==> src/rtl/rr_arb_mux_pkg.sv <==
// rr_arb_mux_pkg: shared constants and types for the round-robin arbitrating mux.
// Optional feature macro: ARB_LOCK_EN (packet lock; see rr_arb_mux.sv).
package rr_arb_mux_pkg;

    // Channel-selection mode as presented on the mode input.
    typedef enum logic {
        MODE_RR  = 1'b0,
        MODE_SEL = 1'b1
    } mode_e;

    // Packet-lock state of the round-robin arbiter.
    typedef enum logic {
        LOCK_FREE = 1'b0,
        LOCK_HELD = 1'b1
    } lock_e;

    localparam int unsigned DEF_N_CH = 4;
    localparam int unsigned DEF_W    = 8;

    // Next channel index after k, wrapping n-1 back to 0.
    function automatic int unsigned wrap_inc(input int unsigned k, input int unsigned n);
        return (k + 32'd1 >= n) ? 32'd0 : k + 32'd1;
    endfunction

endpackage

==> src/rtl/rr_arb_mux_if.sv <==
// rr_arb_mux_if: producer/consumer side handshake bundle of rr_arb_mux.
// in_last exists only when ARB_LOCK_EN is defined.
interface rr_arb_mux_if
    import rr_arb_mux_pkg::*;
#(
    parameter int unsigned N_CH = DEF_N_CH,
    parameter int unsigned W    = DEF_W
) ();

    localparam int unsigned SEL_W = $clog2(N_CH);

    logic                 mode;
    logic [SEL_W-1:0]     sel;
    logic [N_CH-1:0]      in_valid;
    logic [N_CH*W-1:0]    in_data;
    logic [N_CH-1:0]      in_ready;
`ifdef ARB_LOCK_EN
    logic [N_CH-1:0]      in_last;
`endif
    logic                 out_valid;
    logic [W-1:0]         out_data;
    logic [SEL_W-1:0]     out_ch;
    logic                 out_ready;
    logic                 sel_err;

    // Environment side: producers, consumer and mode control.
    modport master (
`ifdef ARB_LOCK_EN
        output in_last,
`endif
        output mode,
        output sel,
        output in_valid,
        output in_data,
        input  in_ready,
        input  out_valid,
        input  out_data,
        input  out_ch,
        output out_ready,
        input  sel_err
    );

    // Mux side.
    modport slave (
`ifdef ARB_LOCK_EN
        input  in_last,
`endif
        input  mode,
        input  sel,
        input  in_valid,
        input  in_data,
        output in_ready,
        output out_valid,
        output out_data,
        output out_ch,
        input  out_ready,
        output sel_err
    );

endinterface

==> src/rtl/rr_arb_mux_rr_pick.sv <==
// rr_pick: combinational rotate-priority picker. Grants the first requesting
// index found when scanning ptr, ptr+1, ... modulo N_CH.
module rr_pick #(
    parameter  int unsigned N_CH  = 4,
    localparam int unsigned SEL_W = $clog2(N_CH)
) (
    input  logic [N_CH-1:0]  req,
    input  logic [SEL_W-1:0] ptr,
    output logic             gnt_valid,
    output logic [SEL_W-1:0] gnt_idx
);

    // Scan from ptr upward with wrap; the first hit wins.
    always_comb begin
        int unsigned w_k;
        gnt_valid = 1'b0;
        gnt_idx   = '0;
        w_k       = 0;
        for (int unsigned i = 0; i < N_CH; i++) begin
            w_k = (32'(ptr) + i) % N_CH;
            if (!gnt_valid && req[w_k]) begin
                gnt_valid = 1'b1;
                gnt_idx   = SEL_W'(w_k);
            end
        end
    end

endmodule

==> src/rtl/rr_arb_mux.sv <==
// rr_arb_mux: N_CH-channel, W-bit registered mux with per-channel valid/ready.
// Channel chosen by round-robin (mode=0) or by sel (mode=1); one-deep output
// register gives full throughput while out_ready is held high.
// Optional macro ARB_LOCK_EN: adds in_last and keeps round-robin grant on one
// channel until its last beat so multi-beat packets are not interleaved.
module rr_arb_mux
    import rr_arb_mux_pkg::*;
#(
    parameter  int unsigned N_CH  = DEF_N_CH,
    parameter  int unsigned W     = DEF_W,
    localparam int unsigned SEL_W = $clog2(N_CH)
) (
    input  logic          clk,
    input  logic          rst_n,
    rr_arb_mux_if.slave   bus
);

    logic             w_load;
    logic             w_xfer;
    logic             w_rr_valid;
    logic [SEL_W-1:0] w_rr_idx;
    logic             w_sel_ok;
    logic             w_sel_hit;
    logic             w_gnt_valid;
    logic [SEL_W-1:0] w_gnt_idx;
    logic [W-1:0]     w_gnt_data;

    logic             r_out_valid;
    logic [W-1:0]     r_out_data;
    logic [SEL_W-1:0] r_out_ch;
    logic [SEL_W-1:0] r_rr_ptr;
    logic             r_sel_err;

`ifdef ARB_LOCK_EN
    lock_e            r_lock;
    logic [SEL_W-1:0] r_lock_ch;
    logic             w_last;
`endif

    rr_pick #(
        .N_CH (N_CH)
    ) u_pick (
        .req       (bus.in_valid),
        .ptr       (r_rr_ptr),
        .gnt_valid (w_rr_valid),
        .gnt_idx   (w_rr_idx)
    );

    // Decode sel against the real channel set; non-power-of-two N_CH leaves
    // sel codes with no channel behind them.
    always_comb begin
        w_sel_ok  = 1'b0;
        w_sel_hit = 1'b0;
        for (int unsigned i = 0; i < N_CH; i++) begin
            if (bus.sel == SEL_W'(i)) begin
                w_sel_ok  = 1'b1;
                w_sel_hit = bus.in_valid[i];
            end
        end
    end

    // Pick the granted channel for the current mode.
    always_comb begin
        w_gnt_valid = 1'b0;
        w_gnt_idx   = '0;
        if (bus.mode == MODE_SEL) begin
            w_gnt_valid = w_sel_hit;
            w_gnt_idx   = bus.sel;
        end
`ifdef ARB_LOCK_EN
        else if (r_lock == LOCK_HELD) begin
            w_gnt_valid = bus.in_valid[r_lock_ch];
            w_gnt_idx   = r_lock_ch;
        end
`endif
        else begin
            w_gnt_valid = w_rr_valid;
            w_gnt_idx   = w_rr_idx;
        end
    end

    // Select the granted channel's data word.
    always_comb begin
        w_gnt_data = '0;
        for (int unsigned i = 0; i < N_CH; i++) begin
            if (w_gnt_idx == SEL_W'(i)) begin
                w_gnt_data = bus.in_data[i*W +: W];
            end
        end
    end

`ifdef ARB_LOCK_EN
    assign w_last = bus.in_last[w_gnt_idx];
`endif

    // rst_n gates the transfer so no channel sees ready while reset is held,
    // even though the empty output register would otherwise accept.
    assign w_load = !r_out_valid || bus.out_ready;
    assign w_xfer = rst_n && w_load && w_gnt_valid;

    // One-hot ready to the granted channel when the output register can load.
    always_comb begin
        bus.in_ready = '0;
        for (int unsigned i = 0; i < N_CH; i++) begin
            bus.in_ready[i] = w_xfer && (w_gnt_idx == SEL_W'(i));
        end
    end

    // Output register, round-robin pointer, sel error flag and packet lock.
    always_ff @(posedge clk or negedge rst_n) begin
        if (!rst_n) begin
            r_out_valid <= 1'b0;
            r_out_data  <= '0;
            r_out_ch    <= '0;
            r_rr_ptr    <= '0;
            r_sel_err   <= 1'b0;
`ifdef ARB_LOCK_EN
            r_lock      <= LOCK_FREE;
            r_lock_ch   <= '0;
`endif
        end else begin
            r_sel_err <= (bus.mode == MODE_SEL) && !w_sel_ok;
            if (w_xfer) begin
                r_out_valid <= 1'b1;
                r_out_data  <= w_gnt_data;
                r_out_ch    <= w_gnt_idx;
                if (bus.mode == MODE_RR) begin
`ifdef ARB_LOCK_EN
                    r_lock    <= w_last ? LOCK_FREE : LOCK_HELD;
                    r_lock_ch <= w_gnt_idx;
                    if (w_last) begin
                        r_rr_ptr <= SEL_W'(wrap_inc(32'(w_gnt_idx), N_CH));
                    end
`else
                    r_rr_ptr <= SEL_W'(wrap_inc(32'(w_gnt_idx), N_CH));
`endif
                end
            end else if (bus.out_ready) begin
                r_out_valid <= 1'b0;
            end
        end
    end

    assign bus.out_valid = r_out_valid;
    assign bus.out_data  = r_out_data;
    assign bus.out_ch    = r_out_ch;
    assign bus.sel_err   = r_sel_err;

endmodule

==> src/flat_wrapper.sv <==
// flat-port wrapper written by rule: the top's interface ports become plain ports
module rr_arb_mux_flat import rr_arb_mux_pkg::*;
#(
    parameter  int unsigned N_CH  = DEF_N_CH,
    parameter  int unsigned W     = DEF_W,
    localparam int unsigned SEL_W = $clog2(N_CH)
)
  (clk, rst_n, bus_mode, bus_sel, bus_in_valid, bus_in_data, bus_in_ready, bus_out_valid, bus_out_data, bus_out_ch, bus_out_ready, bus_sel_err);
  rr_arb_mux_if #(.N_CH(N_CH), .W(W)) bus_i ();
  input  logic clk;
  input  logic rst_n;
  input wire logic [$bits(bus_i.mode)-1:0] bus_mode;
  input wire logic [$bits(bus_i.sel)-1:0] bus_sel;
  input wire logic [$bits(bus_i.in_valid)-1:0] bus_in_valid;
  input wire logic [$bits(bus_i.in_data)-1:0] bus_in_data;
  output wire logic [$bits(bus_i.in_ready)-1:0] bus_in_ready;
  output wire logic [$bits(bus_i.out_valid)-1:0] bus_out_valid;
  output wire logic [$bits(bus_i.out_data)-1:0] bus_out_data;
  output wire logic [$bits(bus_i.out_ch)-1:0] bus_out_ch;
  input wire logic [$bits(bus_i.out_ready)-1:0] bus_out_ready;
  output wire logic [$bits(bus_i.sel_err)-1:0] bus_sel_err;
  assign bus_i.mode = bus_mode;
  assign bus_i.sel = bus_sel;
  assign bus_i.in_valid = bus_in_valid;
  assign bus_i.in_data = bus_in_data;
  assign bus_in_ready = bus_i.in_ready;
  assign bus_out_valid = bus_i.out_valid;
  assign bus_out_data = bus_i.out_data;
  assign bus_out_ch = bus_i.out_ch;
  assign bus_i.out_ready = bus_out_ready;
  assign bus_sel_err = bus_i.sel_err;
  rr_arb_mux #(.N_CH(N_CH), .W(W)) u_core (.clk(clk), .rst_n(rst_n), .bus(bus_i));
endmodule
==> config.mk <==
export PLATFORM = sky130hd
export DESIGN_NAME = rr_arb_mux_flat
export DESIGN_NICKNAME = d
export VERILOG_FILES = /design/src/rtl/rr_arb_mux_pkg.sv /design/src/rtl/rr_arb_mux_if.sv /design/src/rtl/rr_arb_mux_rr_pick.sv /design/src/rtl/rr_arb_mux.sv /design/src/flat_wrapper.sv
export SDC_FILE = /design/constraint.sdc
export NUM_CORES = 1
export LEC_CHECK = 0
export ABC_AREA = 1
export CAP_MARGIN = 0
export CORE_MARGIN = 5
export CORE_UTILIZATION = 42
export CTS_CLUSTER_DIAMETER = 200
export CTS_CLUSTER_SIZE = 25
export DETAILED_ROUTE_END_ITERATION = 10
export HOLD_SLACK_MARGIN = 0.12
export PLACE_DENSITY_LB_ADDON = 0.3
export SKIP_CTS_REPAIR_TIMING = 1
export SYNTH_ARGS = -nofsm -noshare
export SYNTH_HDL_FRONTEND = slang
export SYNTH_HIERARCHICAL = 1
export SYNTH_SLANG_ARGS = --single-unit
export TNS_END_PERCENT = 10
==> constraint.sdc <==
create_clock -name clk -period 3.2 [get_ports clk]
set_input_delay 0.64 -clock clk [delete_from_list [all_inputs] [get_ports clk]]
set_output_delay 0.64 -clock clk [all_outputs]
set_load 0.02 [all_outputs]
==> results.py, run 1 <==
metrics = {
    "sta": {
        "rsz0062_at_grt": "no",
        "fin_crit_ps": 2990,
        "hold-worst-slack_ps": 479,
        "finalMaxSlewViolations": 0,
        "setup-violations-final": 0,
        "hold_violations": 0,
        "fmax_mhz": 335,
        "fin_crit_sh_pct": 93.4,
        "skew_ps": 5.12,
    },
    "global_route": {
        "antenna_found_initial": 0,
        "grtUsageTotal_pct": 17.7,
        "grt_pass1_vias": 1479,
        "grt_pass1_wl_mm": 6.09,
        "grt-ovfl-total": 0,
        "grt_max_degree": 16,
    },
    "yosys": {
        "ys_ff_latch": 14,
        "synth_ff_type": "dfrtp_1",
        "yosysSeqAreaShare_pct": 26.6,
        "syn_area_um2": 1320,
        "yosysTopAreaCell": "nand2_1",
        "ys_types": 27,
        "avgSynthCellArea_um2": 6.29,
        "synth_edf_count": 0,
        "yosys.area.top_type_share_pct": 27.4,
        "async_reset_ff_share_pct": 100,
        "mappedNetlistNets": 255,
        "synth_area_leaders": "nand2_1 (27%), dfrtp_1 (27%), nand3_1 (6.1%)",
        "yosys_warnings": 6,
        "syn_inst": 209,
    },
    "finish": {
        "nFillCells": 277,
        "diodes": 0,
        "layout-drive-gt1-share_pct": 23.1,
        "finish.net_count": 328,
        "final_util_pct": 68.5,
        "final_area_um2": 2070,
        "area_growth_pct": 57.7,
        "layout_common_cells": "nand2_1 (95), clkdlybuf4s50_1 (49), buf_4 (17), nand3_1 (16), dfrtp_1 (14)",
        "layout_commonest_cell": "nand2_1",
    },
    "clock_tree": {
        "cts.htree.levels": 1,
        "cts_tree": "yes",
        "clock_latency_ps": 280,
        "clk_pin_slew_ps": 80,
        "clock_tree.root_cell": "clkbuf_4",
        "clock-sinks": 14,
        "clockBufferDepth": 2,
        "numCtsBuffers": 3,
    },
    "place": {
        "dp_hpwl_mm": 3.03,
        "place_congestion": 0.811,
        "post_dp_cell_area_um2": 2030,
        "portBuffers": 57,
    },
    "power": {
        "vdd_drop_max_mv": 0.443,
        "power.leakage_nw": 1.09,
        "powerDensity_nw_per_um2": 801,
    },
    "setup_path": {
        "cp_max_fo": 10,
        "path_cells": "buf_12 > nand2_1 > nand2_4 > nand2_2 > nand2_2 > nor2_4 > nand4_1 > nand3_1 > o21ai_1 > buf_4 > inv_1 > ha_2 > clkinv_1 > nor2_1 > buf_4",
        "critical_path.slowest_cell": "dfrtp_1",
        "required_ps": 2560,
        "r2r_slack_ps": 640,
        "critPathKind": "register to output port",
        "end_kind": "output port",
        "cp-start-kind": "register",
        "cp_slowest_stage_delay_ps": 440,
        "arrival_ps": 2350,
    },
    "status": {
        "status": "finished, final reports clean",
    },
    "drt": {
        "wire_per_inst_um": 11.3,
        "dr_total_vias": 1523,
        "drc": 0,
        "drtIter0Drc": 107,
        "ant_nets": 0,
        "viasPerCell": 4.69,
        "firstDrtPassIters": 4,
        "wl_mm": 3.69,
    },
    "worst_hold_path": {
        "hold_path_class": "register to register",
    },
    "die": {
        "fp.dieW_um": 66.0,
        "core_area_um2": 3030,
        "die-area_um2": 4350,
        "fp-row-count": 20,
        "start_util_pct": 43.4,
        "top_level_ports": 58,
        "die_y_um": 66.0,
    },
    "flow_run": {
        "max_cap_violations": 0,
    },
}
-- final timing paths --
kind                                 startpoint                     end  cells after the start
setup / recovery             u_core/r_rr_ptr[0]         bus_in_ready[3]                     15
hold reg to reg            u_core/bus.out_ch[0]    u_core/bus.out_ch[0]                      2
min in group asynchronous                 rst_n  u_core/bus.out_data[6]                      2
setup reg to reg             u_core/r_rr_ptr[0]  u_core/bus.out_data[3]                     19
hold / removal             u_core/bus.out_ch[0]    u_core/bus.out_ch[0]                      2
max in group asynchronous                 rst_n    u_core/bus.out_ch[0]                      2
-- synth_stat cells, types with 2 or more instances --
| library cell | n |
|---|---|
| a21oi_1 | 9 |
| buf_2 | 2 |
| buf_6 | 2 |
| dfrtp_1 | 14 |
| ha_1 | 4 |
| inv_1 | 16 |
| inv_2 | 2 |
| nand2_1 | 96 |
| nand2_2 | 12 |
| nand2_4 | 4 |
| nand3_1 | 16 |
| nand3_2 | 3 |
| nand4_1 | 2 |
| nor2_1 | 4 |
| nor2_2 | 2 |
| nor2_4 | 2 |
| o21ai_0 | 2 |
| or2_2 | 8 |
-- metal layers --
layer | wire (µm) | track usage (%)
met1 | 1390 | 17.8
met2 | 1930 | 34.5
met3 | 364 | 8.33
met4 | 0 | 0.761
met5 | 0 | 0
-- cell families (layout without fill, tap and decap cells) --
logic type	after synthesis	after routing	synth area share [%]
other	1	1	0.285
buffers and inverters	25	97	8.85
adders and majority gates	4	4	3.81
and+or+nand+nor	150	150	54.0
AOI/OAI and AO/OA	15	15	6.37
DFF	14	14	26.6
-- area by class of cell --
type | instances | area (µm²) | area share (%)
multi-input cells | 170 | 857 | 41.3
clock buffers | 4 | 36.3 | 1.75
repair buffers | 73 | 698 | 33.7
flip-flops and latches | 14 | 350 | 16.9
well taps | 44 | 55.1 | 2.66
inverters | 20 | 76.3 | 3.68
-- metrics by stage --
stage / worst slack (ps) / total power, mW / cells / setup TNS, ps
6_report: 211 / 1.66 / 325 / 0
5_1_grt: 20.8 / 1.81 / 325 / 0
4_1_cts: -497 / 1.65 / 324 / -1730
3_5_place_dp: -475 / 1.51 / 320 / -1660
2_1_floorplan: 323 / 1.08 / 209 / 0
3_3_place_gp: -413 / 1.49 / 320 / -1500
-- flip-flops by register name, summed over array words and instances, names as in the netlist --
name	cells
u_core/bus.out_valid	1
u_core/bus.sel_err	1
u_core/bus.out_data	8
u_core/bus.out_ch	2
u_core/r_rr_ptr	2
-- worst max-delay path: cells and delay by family, from the launching register on --
kind	cells	cell delay (ps)
flip-flops	1	440
buffers and inverters	5	620
AND/OR/NAND/NOR	8	750
AO/OA/AOI/OAI	1	60
adder cells (fa/ha/maj)	1	190
-- power breakdown --
| part | total [mW] | leakage [nW] | internal, mW | switching, mW |
|---|---|---|---|---|
| combinational | 1.23 | 0.896 | 0.539 | 0.690 |
| clock | 0.126 | 0.0210 | 0.0692 | 0.0566 |
| sequential | 0.305 | 0.175 | 0.249 | 0.0563 |
Note: power is estimated with default switching activity, not from simulation.
==> run 2, diff against run 1 <==
Settings changed: PLACE_DENSITY from default to 0.8, PLACE_DENSITY_LB_ADDON 0.3 to default.
==> run 2 against run 1 <==
Net effect: flip-flop and latch count did not move; hold slack is essentially flat; setup slack better by 54 ps; largest power group unchanged; die area did not move; final cell count up 0.62%; sequential power about the same; count of clock-buffer cells in the layout is the same.
==> results.py, run 2 (synthesis gave the netlist of run 1 again) <==
metrics = {
    "place": {
        "dpl.cell_count": 322,
        "place_congestion": 0.843,
        "post_dp_cell_area_um2": 2030,
        "portBuffers": 57,
        "dp_hpwl_mm": 2.93,
    },
    "global_route": {
        "grt_pass1_vias": 1431,
        "grt_pass1_wl_mm": 5.87,
        "grtUsageTotal_pct": 17.1,
        "grt-ovfl-total": 0,
        "grt_max_degree": 16,
        "antenna_found_initial": 0,
    },
    "sta": {
        "setup-violations-final": 0,
        "finalMaxSlewViolations": 0,
        "skew_ps": 6.23,
        "rsz0062_at_grt": "no",
        "hold-worst-slack_ps": 479,
        "fmax_mhz": 341,
        "fin_crit_ps": 2930,
        "hold_violations": 0,
        "tns_ps": 0,
        "fin_crit_sh_pct": 91.7,
    },
    "finish": {
        "largest_reg_flops": 8,
        "multiInputGateArea_um2": 862,
        "diodes": 0,
        "final_cells": 327,
        "layout-drive-gt1-share_pct": 24.7,
        "layout_common_cells": "nand2_1 (95), clkdlybuf4s50_1 (49), buf_4 (20), nand3_1 (16), dfrtp_1 (14)",
        "finish.net_count": 330,
        "seqCellArea_um2": 350,
        "final_area_um2": 2080,
        "area_growth_pct": 58.2,
        "nFillCells": 278,
        "layout_commonest_cell": "nand2_1",
    },
    "drt": {
        "viasPerCell": 4.56,
        "drc": 0,
        "firstDrtPassIters": 3,
        "dr_total_vias": 1492,
        "wire_per_inst_um": 10.8,
        "drtIter0Drc": 80,
        "wl_mm": 3.53,
        "ant_nets": 0,
    },
    "clock_tree": {
        "clock_latency_ps": 290,
        "cts.htree.levels": 1,
        "numCtsBuffers": 3,
        "clock_tree.root_cell": "clkbuf_4",
        "clockBufferDepth": 2,
        "clk_pin_slew_ps": 90,
        "cts_tree": "yes",
        "clock-sinks": 14,
    },
    "power": {
        "powerDensity_nw_per_um2": 792,
        "power.leakage_nw": 1.10,
        "vdd_drop_max_mv": 0.440,
    },
    "setup_path": {
        "end_kind": "output port",
        "r2r_slack_ps": 680,
        "cp_max_fo": 8,
        "required_ps": 2560,
        "critical_path.slowest_cell": "dfrtp_1",
        "reg2reg_depth": 18,
        "critPathKind": "register to output port",
        "cp_slowest_stage_delay_ps": 450,
        "path_cells": "inv_2 > nand2_1 > nand3_2 > nand2_4 > nor2_4 > nand3_1 > nand3_1 > o21ai_0 > buf_4 > inv_2 > ha_2 > clkinv_1 > nor2_1 > buf_4",
        "cp-start-kind": "register",
        "arrival_ps": 2290,
    },
    "die": {
        "start_util_pct": 43.4,
        "top_level_ports": 58,
        "fp-row-count": 20,
        "die-area_um2": 4350,
        "die_y_um": 66.0,
        "fp.dieW_um": 66.0,
        "core_area_um2": 3030,
    },
    "worst_hold_path": {
        "holdPathStages": 2,
        "hold_path_class": "register to register",
    },
    "flow_run": {
        "max_cap_violations": 0,
    },
    "status": {
        "status": "finished, final reports clean",
    },
}
-- run 2: stage by stage --
stage / util, % / total power, mW / setup slack, ps
floorplan: - / 1.08 / 323
global placement: 67.0 / 1.48 / -407
detailed placement: 67.0 / 1.50 / -460
CTS: 68.2 / 1.64 / -461
global route: 68.7 / 1.80 / 109
finish: 68.7 / 1.65 / 265
-- run 2: final timing paths --
check / start / to
max: u_core/r_rr_ptr[0] / bus_in_ready[3]
min reg2reg: u_core/bus.out_data[6] / u_core/bus.out_data[6]
max in group asynchronous: rst_n / u_core/bus.out_data[3]
max reg2reg: u_core/r_rr_ptr[0] / u_core/bus.out_data[5]
min in group asynchronous: rst_n / u_core/bus.out_ch[0]
min: u_core/bus.out_data[6] / u_core/bus.out_data[6]
-- run 2: layout make-up --
cell class | count | area share, %
clock buffers | 4 | 1.74
multi-input cells | 170 | 41.4
flip-flops and latches | 14 | 16.8
inverters | 20 | 3.67
repair buffers | 75 | 33.7
well taps | 44 | 2.65
-- run 2: power breakdown --
part | internal, mW | switching, mW
clock | 0.0693 | 0.0603
combinational | 0.532 | 0.683
sequential | 0.249 | 0.0541
-- run 2: critical path, delay by kind of cell, from the launching register on --
kind,cells,cell delay [ps]
buf+inv,5,610
compound gates,1,70
simple gates,7,680
fa+ha+maj,1,170
flops,1,450
-- run 2: routing by layer --
layer | global-route usage, % | up-vias | wire length [µm]
met3 | 7.82 | 2 | 365
met5 | 0 | - | 0
li1 | - | 799 | -
met2 | 30.7 | 42 | 1750
met1 | 18.8 | 649 | 1410
met4 | 2.28 | 0 | 11
